===== config.mk =====
export PLATFORM = sky130hd
export DESIGN_NAME = mvm_out_drain
export DESIGN_NICKNAME = d
export VERILOG_FILES = /design/src/rtl/mvm_pkg.sv /design/src/rtl/acc_sat_shift.sv /design/src/rtl/mvm_out_drain.sv
export SDC_FILE = /design/constraint.sdc
export NUM_CORES = 1
export LEC_CHECK = 0
export BUFFER_PORTS_ARGS = -buffer_cell sky130_fd_sc_hd__buf_2
export CAP_MARGIN = 20
export CORE_MARGIN = 3
export CORE_UTILIZATION = 34
export DETAILED_ROUTE_END_ITERATION = 6
export GPL_TIMING_DRIVEN = 0
export PLACE_DENSITY = 0.68
export SYNTH_ARGS = -nofsm -noshare
export SYNTH_HDL_FRONTEND = slang
export SYNTH_SLANG_ARGS = --single-unit

===== constraint.sdc =====
create_clock -name clk -period 1.63 [get_ports clk]
set_input_delay 0.326 -clock clk [delete_from_list [all_inputs] [get_ports clk]]
set_output_delay 0.326 -clock clk [all_outputs]
set_load 0.005 [all_outputs]

===== src/rtl/mvm_pkg.sv =====
// rtl/mvm_pkg.sv - shared types and defaults for the MVM output drain
package mvm_pkg;

    typedef enum logic [2:0] {
        ST_IDLE,
        ST_READ,
        ST_CAPT,
        ST_SEND,
        ST_DONE
    } drain_state_t;

    localparam int DEF_N          = 16;
    localparam int DEF_ACC_W      = 32;
    localparam int DEF_DATA_W     = 16;
    localparam int DEF_FRAC_SHIFT = 8;

    // Index width; a single-element drain still needs a 1-bit index port
    function automatic int idx_width(input int n);
        return (n > 1) ? $clog2(n) : 1;
    endfunction

endpackage


===== src/rtl/acc_sat_shift.sv =====
// rtl/acc_sat_shift.sv - arithmetic shift and signed saturation of an accumulator sum
module acc_sat_shift #(
    parameter int ACC_W      = 32,
    parameter int DATA_W     = 16,
    parameter int FRAC_SHIFT = 8
) (
    input  logic signed [ACC_W-1:0]  acc_in,
    output logic        [DATA_W-1:0] data_out,
    output logic                     sat
);

    localparam logic signed [ACC_W-1:0] MAX_V = {{(ACC_W-DATA_W+1){1'b0}}, {(DATA_W-1){1'b1}}};
    localparam logic signed [ACC_W-1:0] MIN_V = {{(ACC_W-DATA_W+1){1'b1}}, {(DATA_W-1){1'b0}}};

    logic signed [ACC_W-1:0] shifted;

    assign shifted = acc_in >>> FRAC_SHIFT;

    // Clamp the shifted sum into the signed output range and flag any clamp
    always_comb begin
        data_out = shifted[DATA_W-1:0];
        sat      = 1'b0;
        if (shifted > MAX_V) begin
            data_out = {1'b0, {(DATA_W-1){1'b1}}};
            sat      = 1'b1;
        end else if (shifted < MIN_V) begin
            data_out = {1'b1, {(DATA_W-1){1'b0}}};
            sat      = 1'b1;
        end
    end

endmodule


===== src/rtl/mvm_out_drain.sv =====
// rtl/mvm_out_drain.sv - drains MVM output sums, converts them and streams them out
module mvm_out_drain
    import mvm_pkg::*;
#(
    parameter int N          = DEF_N,
    parameter int ACC_W      = DEF_ACC_W,
    parameter int DATA_W     = DEF_DATA_W,
    parameter int FRAC_SHIFT = DEF_FRAC_SHIFT
) (
    input  logic                       clk,
    input  logic                       reset,
    input  logic                       mvm_done,
    output logic                       rd_en,
    output logic [idx_width(N)-1:0]    rd_idx,
    input  logic [ACC_W-1:0]           rd_data,
    output logic                       out_valid,
    input  logic                       out_ready,
    output logic [DATA_W-1:0]          out_data,
    output logic [idx_width(N)-1:0]    out_idx,
    output logic                       out_last,
    output logic                       busy,
    output logic                       drain_done,
    output logic                       sat_seen,
    output logic                       overrun
);

    localparam int                IDX_W    = idx_width(N);
    localparam logic [IDX_W-1:0]  LAST_IDX = IDX_W'(N - 1);

    drain_state_t      state;
    drain_state_t      state_nxt;
    logic [IDX_W-1:0]  idx_q;
    logic [DATA_W-1:0] conv_data;
    logic              conv_sat;
    logic              hs;

    // out_valid is high exactly while in SEND, so it doubles as the handshake qualifier
    assign hs     = out_valid & out_ready;
    assign rd_en  = (state == ST_READ);
    assign rd_idx = (state == ST_READ) ? idx_q : '0;
    assign busy   = (state != ST_IDLE);

    acc_sat_shift #(
        .ACC_W      (ACC_W),
        .DATA_W     (DATA_W),
        .FRAC_SHIFT (FRAC_SHIFT)
    ) u_acc_sat_shift (
        .acc_in   (rd_data),
        .data_out (conv_data),
        .sat      (conv_sat)
    );

    // State register
    always_ff @(posedge clk or negedge reset) begin
        if (!reset) begin
            state <= ST_IDLE;
        end else begin
            state <= state_nxt;
        end
    end

    // Next-state decode: one read, one capture and one send per element
    always_comb begin
        state_nxt = state;
        case (state)
            ST_IDLE: if (mvm_done) state_nxt = ST_READ;
            ST_READ: state_nxt = ST_CAPT;
            ST_CAPT: state_nxt = ST_SEND;
            ST_SEND: begin
                if (hs) begin
                    state_nxt = (idx_q == LAST_IDX) ? ST_DONE : ST_READ;
                end
            end
            ST_DONE: state_nxt = ST_IDLE;
            default: state_nxt = ST_IDLE;
        endcase
    end

    // Element counter, output registers, sticky saturation and event pulses
    always_ff @(posedge clk or negedge reset) begin
        if (!reset) begin
            idx_q      <= '0;
            out_valid  <= 1'b0;
            out_data   <= '0;
            out_idx    <= '0;
            out_last   <= 1'b0;
            drain_done <= 1'b0;
            sat_seen   <= 1'b0;
            overrun    <= 1'b0;
        end else begin
            out_valid  <= (state_nxt == ST_SEND);
            drain_done <= (state_nxt == ST_DONE);
            overrun    <= mvm_done && (state != ST_IDLE);
            case (state)
                ST_IDLE: begin
                    if (mvm_done) begin
                        idx_q    <= '0;
                        sat_seen <= 1'b0;
                    end
                end
                ST_CAPT: begin
                    out_data <= conv_data;
                    out_idx  <= idx_q;
                    out_last <= (idx_q == LAST_IDX);
                    sat_seen <= sat_seen | conv_sat;
                end
                ST_SEND: begin
                    // The counter stops at the last index instead of wrapping
                    if (hs && (idx_q != LAST_IDX)) begin
                        idx_q <= idx_q + 1'b1;
                    end
                end
                default: ;
            endcase
        end
    end

endmodule


* Word-level counts from Yosys, hierarchy flattened
Index checks and enable logic that the tools add are counted.
** Cells by class
- Add/subtract/negate cells :: 1
- $lt $le $gt $ge :: 2
- Equality and inequality tests :: 9
- Mux-type cells :: 14
- Bitwise operators :: 2
- Reductions and logical operators :: 8
** Operators with widths (count)
- 2-to-1 mux 16 bit :: 2
- greater-than comparator 24 x 16 -> 1 bit (second input constant) :: 1
- < comparator 24 x 16 -> 1 bit (second input constant) :: 1
- 2-to-1 mux 4 bit :: 3
- case mux 3 bit (4 select lines) :: 1
- == test 3 x 2 -> 1 bit (second input constant) :: 3
- 2-to-1 mux 3 bit :: 3
- case mux 4 bit (2 select lines) :: 1
- adder 4 x 1 -> 4 bit (second input constant) :: 1
- == test 4 bit (second input constant) :: 1
- != test 2 bit (second input constant) :: 2
- != test 4 bit (second input constant) :: 1
- nonzero test 2 bit :: 2
- == test 3 x 1 -> 1 bit (second input constant) :: 1
- == test 3 bit (second input constant) :: 1
- zero test 3 bit :: 1
- 2-to-1 mux 1 bit :: 3
- AND reduction 3 bit :: 1
- nonzero test 3 bit :: 1
- logical AND 1 bit :: 2
- case mux 1 bit (2 select lines) :: 1
- AND reduction 2 bit :: 1
- bitwise AND 1 bit :: 1
- bitwise OR 1 bit :: 1
** Word-level totals
- Flip-flop bits (word level) :: 32
- Output and inout port bits :: 31

* Logic depth before layout (Yosys ltp)
- Depth after elaboration :: 5
- Depth in mapped cells :: 5
- Mapped depth without buffers :: 4

* Cells and area by module
A second synthesis with hierarchy kept.
** Second synthesis, totals
- Cells, all modules :: 142
- Area total of the unflattened synthesis :: 1657.8 um2
** By module, submodules not included
- mvm_out_drain :: instances 1, cells an instance 97, area each 1357.6 um2, sequential area each 800.8 um2
- acc_sat_shift :: instances 1, cells an instance 45, area each 300.3 um2, sequential area each 0.0 um2

* Worst setup path before layout
OpenSTA, ideal clock, no wires.
- Path kind :: register -> register
- From :: register state[1]
- To :: register sat_seen
- Library setup time :: 0.126 ns
- Arrival time :: 1.315 ns
- Required time :: 1.504 ns
- Setup slack :: 0.189 ns
- Cell stages (with the launch flop) :: 4
- Path buffers :: 1
- Cells stage by stage :: dfrtp_1 -> buf_6 -> or4b_4 -> a221o_1
** Between the ends
- Cells in the longest elaborated chain, start to end :: 3
** Ends and longest elaborated chain
- start: declaration :: line mvm_out_drain.sv:30 : drain_state_t state;
- start signal: assignment :: line mvm_out_drain.sv:58 : state <= state_nxt;
- == test 3 x 2 -> 1 bit / zero test 3 bit (equally long branches) :: line mvm_out_drain.sv:94 : case (state)
- nonzero test 2 bit (no source line) / != test 2 bit (equally long branches)
- AND reduction 2 bit (no source line)
- end signal: assignment :: line mvm_out_drain.sv:105 : sat_seen <= sat_seen | conv_sat;
- end: declaration :: line mvm_out_drain.sv:23 : output logic sat_seen,
Parallel ways exist; a longest one is shown, timed or not.
A chain may end at the register's enable or synchronous reset.

* Worst setup path in the final report
- From :: register state[1]
- To :: output port rd_idx[1]
** Between the ends
- Cells in the longest elaborated chain, start to end :: 2
** Ends and longest elaborated chain
- == test 3 x 1 -> 1 bit :: line mvm_out_drain.sv:40 : assign rd_idx = (state == ST_READ) ? idx_q : '0;
- 2-to-1 mux 4 bit :: line mvm_out_drain.sv:40
- end: declaration :: line mvm_out_drain.sv:14 : output logic [idx_width(N)-1:0] rd_idx,
Every way passes these cells.

==> results.tsv <==
metric	value	unit
outcome	finished, final reports clean	
RSZ-0062 raised after global routing	true	
Yosys top cell area share	55.7	%
clk buf depth	2	
normalized max-slew margin	53.3	%
crit-path cells	buf_6 > nor3b_4 > and2_1 > buf_2	
Routed WL per cell	13.1	um
synthesized area	1440	um2
Slew Viols, Final	0	
Worst Path Arrival	1.29	ns
shortest period the worst path allows	1.61	ns
Peak VDD IR	0.593	mV
Met1 Routed Length	1520	um
Root Buffer	clkbuf_8	
DRC Markers	0	
Ports	67	
Worst Path Class, Setup	register to output pin	
Netlist cell types	28	
post-layout util	49.5	%
Leak	0.962	nW
Skew-Pair Late Insertion Delay	0.28	ns
max-cap violations	0	
clk sinks	32	
Site Rows	22	
grt ovf	0	
CTS Buf Count	5	
CP max stage cell	dfrtp_1	
f_max	620	MHz
syn_area_per_cell	9.84	um2
clock skew	0.00346	ns
slew of the pin with the lowest slew margin	0.700	ns
register area share after synthesis	55.7	%
DR top layer	met4	
required time worst endpoint	1.30	ns
Synth Warn #	0	
Setup-failing EPs final	0	
Die W	71.0	um
initial drt markers	72	
Initial Utilization	37.3	%
GRT Overall Usage	15.3	%
Startpoint Class	register	
post-synthesis instance total	146	
cell taking the most area after synthesis	dfrtp_1	
synth-to-layout area growth	32.8	%
Post-Place Worst Slack	0.0238	ns
Via density	4.90	
synth top area cells	dfrtp_1, a211oi_1, nor2_1	
flops & latches, synth	32	
HP Class	input port to async pin	
Die Area	5040	um2
hold_buf cts	0	
Net Count, Synth	183	
Crit. End Element	output pin	
DP HPWL	2530	um
H-tree Lvls	2	
DRT Pass-1 Iters	4	
final hold vios	0	
# fillers	410	
Met3 Wirelength	233	um
Reg clk slew, reported paths	0.06	ns
via count of the first global-routing pass	1283	
critical path fanouts, max	5	
Routed WL	3420	um
core area	3850	um2
Die H	71.0	um
CTS tree	yes	
Final WS setup	0.0184	ns
pwr/cell area	1750	nW/um2
layout cells sized above 1	37.4	%
global-route wire length before repair	6090	um
gpl congestion	0.729	
period utilisation layout	98.9	%
DR WL met2	1590	um
antenna cells	0	
Vias	1285	
crit-path max cell delay	0.39	ns
largest net degree at the start of global routing	33	
initial antenna violation count	0	
IO Port Bufs	58	
post-route ant nets	0	
NumNets Final	251	
==> kinds of logic (layout without fill, tap and decap cells) <==
family,count (synthesis),in the layout,synth area share [%]
buf+inv,8,76,3.14
flops,32,32,55.7
simple gates,78,78,25.8
mux,4,4,2.79
compound gates,23,23,11.7
fa+ha+maj,1,1,0.871
==> layout by cell type, fill, tap and decap left out, types with 2 or more instances in the layout <==
cell type   n
nor3b_4     2
and2_1      5
dfrtp_2     2
nor4_1      2
o21ai_0     2
a211oi_1   16
buf_4       2
and3_1      2
nor3_1      2
nand3_1     3
a21oi_1     2
clkbuf_8    5
nand4_1     4
dfrtp_1    30
mux2i_1     4
nand2_1    20
nor2_1     32
buf_2      64
==> registers in the layout (all words and copies together) (netlist names) <==
| register | flops |
|---|---|
| out_data | 16 |
| idx_q | 4 |
| out_idx | 4 |
| state | 3 |
| drain_done | 1 |
| out_last | 1 |
| out_valid | 1 |
| overrun | 1 |
| sat_seen | 1 |
==> metrics by stage <==
step	cell area, um2	power, mW	std cells	TNS [ns]	hold WS [ns]
after floorplan	1440	2.20	146	0	0.0304
after detailed placement	1790	2.78	252	0	0.421
after CTS	1880	3.39	260	-0.00204	0.115
after global routing	1910	3.70	262	-0.314	0.143
after global placement	1790	2.73	252	0	0.422
final	1910	3.34	262	0	0.0932
==> final timing paths <==
path,start,endpoint,slack [ns],cells past startpoint
max,state[1]$_DFF_PN0_,rd_idx[1],0.02,4
min,reset,overrun$_DFF_PN0_,0.09,1
max reg2reg,state[2]$_DFF_PN0_,sat_seen$_DFFE_PN0P_,0.05,3
min reg2reg,out_idx[1]$_DFFE_PN0P_,out_idx[1]$_DFFE_PN0P_,0.48,2
max in group asynchronous,reset,state[0]$_DFF_PN0_,1.05,1
min in group clk,mvm_done,overrun$_DFF_PN0_,0.28,2
==> critical path: cells and delay by family, from the launching register on <==
kind                   cells  cell delay (ns)
DFF                        1             0.39
and+or+nand+nor            2             0.37
buffers and inverters      2             0.24
==> area by class of cell <==
| class | instances | area (um2) | share of cell area (%) |
|---|---|---|---|
| clock inverters | 1 | 5.00 | 0.262 |
| well taps | 48 | 60.1 | 3.15 |
| plain buffers | 7 | 43.8 | 2.30 |
| multi-input cells | 106 | 608 | 31.9 |
| inverters | 1 | 3.75 | 0.197 |
| repair buffers | 61 | 310 | 16.3 |
| clock buffers | 6 | 72.6 | 3.81 |
| flip-flops and latches | 32 | 803 | 42.1 |
==> report_power, final <==
group / leakage (nW) / switching [mW] / total (mW) / internal [mW]
clock network: 0.0410 / 0.270 / 0.559 / 0.290
logic: 0.546 / 0.706 / 1.39 / 0.681
registers: 0.376 / 0.245 / 1.40 / 1.15
total: 0.962 / 1.22 / 3.34 / 2.12
==> synthesized netlist by cell type (all sizes together) <==
cell type  number
dfrtp          32
nor2           32
nand2          20
a211oi         16
buf             7
and2            5
mux2i           4
nand4           4
nand3           3
a21oi           2
and3            2
nor3            2
nor3b           2
nor4            2
o21ai           2
a21o            1
a221o           1
ha              1
inv             1
nand2b          1
nor2b           1
o211a           1
or2b            1
or3             1
or3b            1
or4b            1
==> layer usage <==
layer / up-vias / track usage, %
li1: 640 / -
met5: - / 0
met3: 8 / 4.69
met1: 597 / 20.0
met4: 0 / 6.26
met2: 40 / 23.4
==> timing repair <==
action | 4_1_cts | 5_1_grt
buffers inserted | 0 | 2
gates cloned | 1 | 0
setup endpoints to repair | 6 | 15
pin swaps | 1 | 2
gates resized for setup | 3 | 4
No activity file was read; power rests on OpenSTA's default activity.
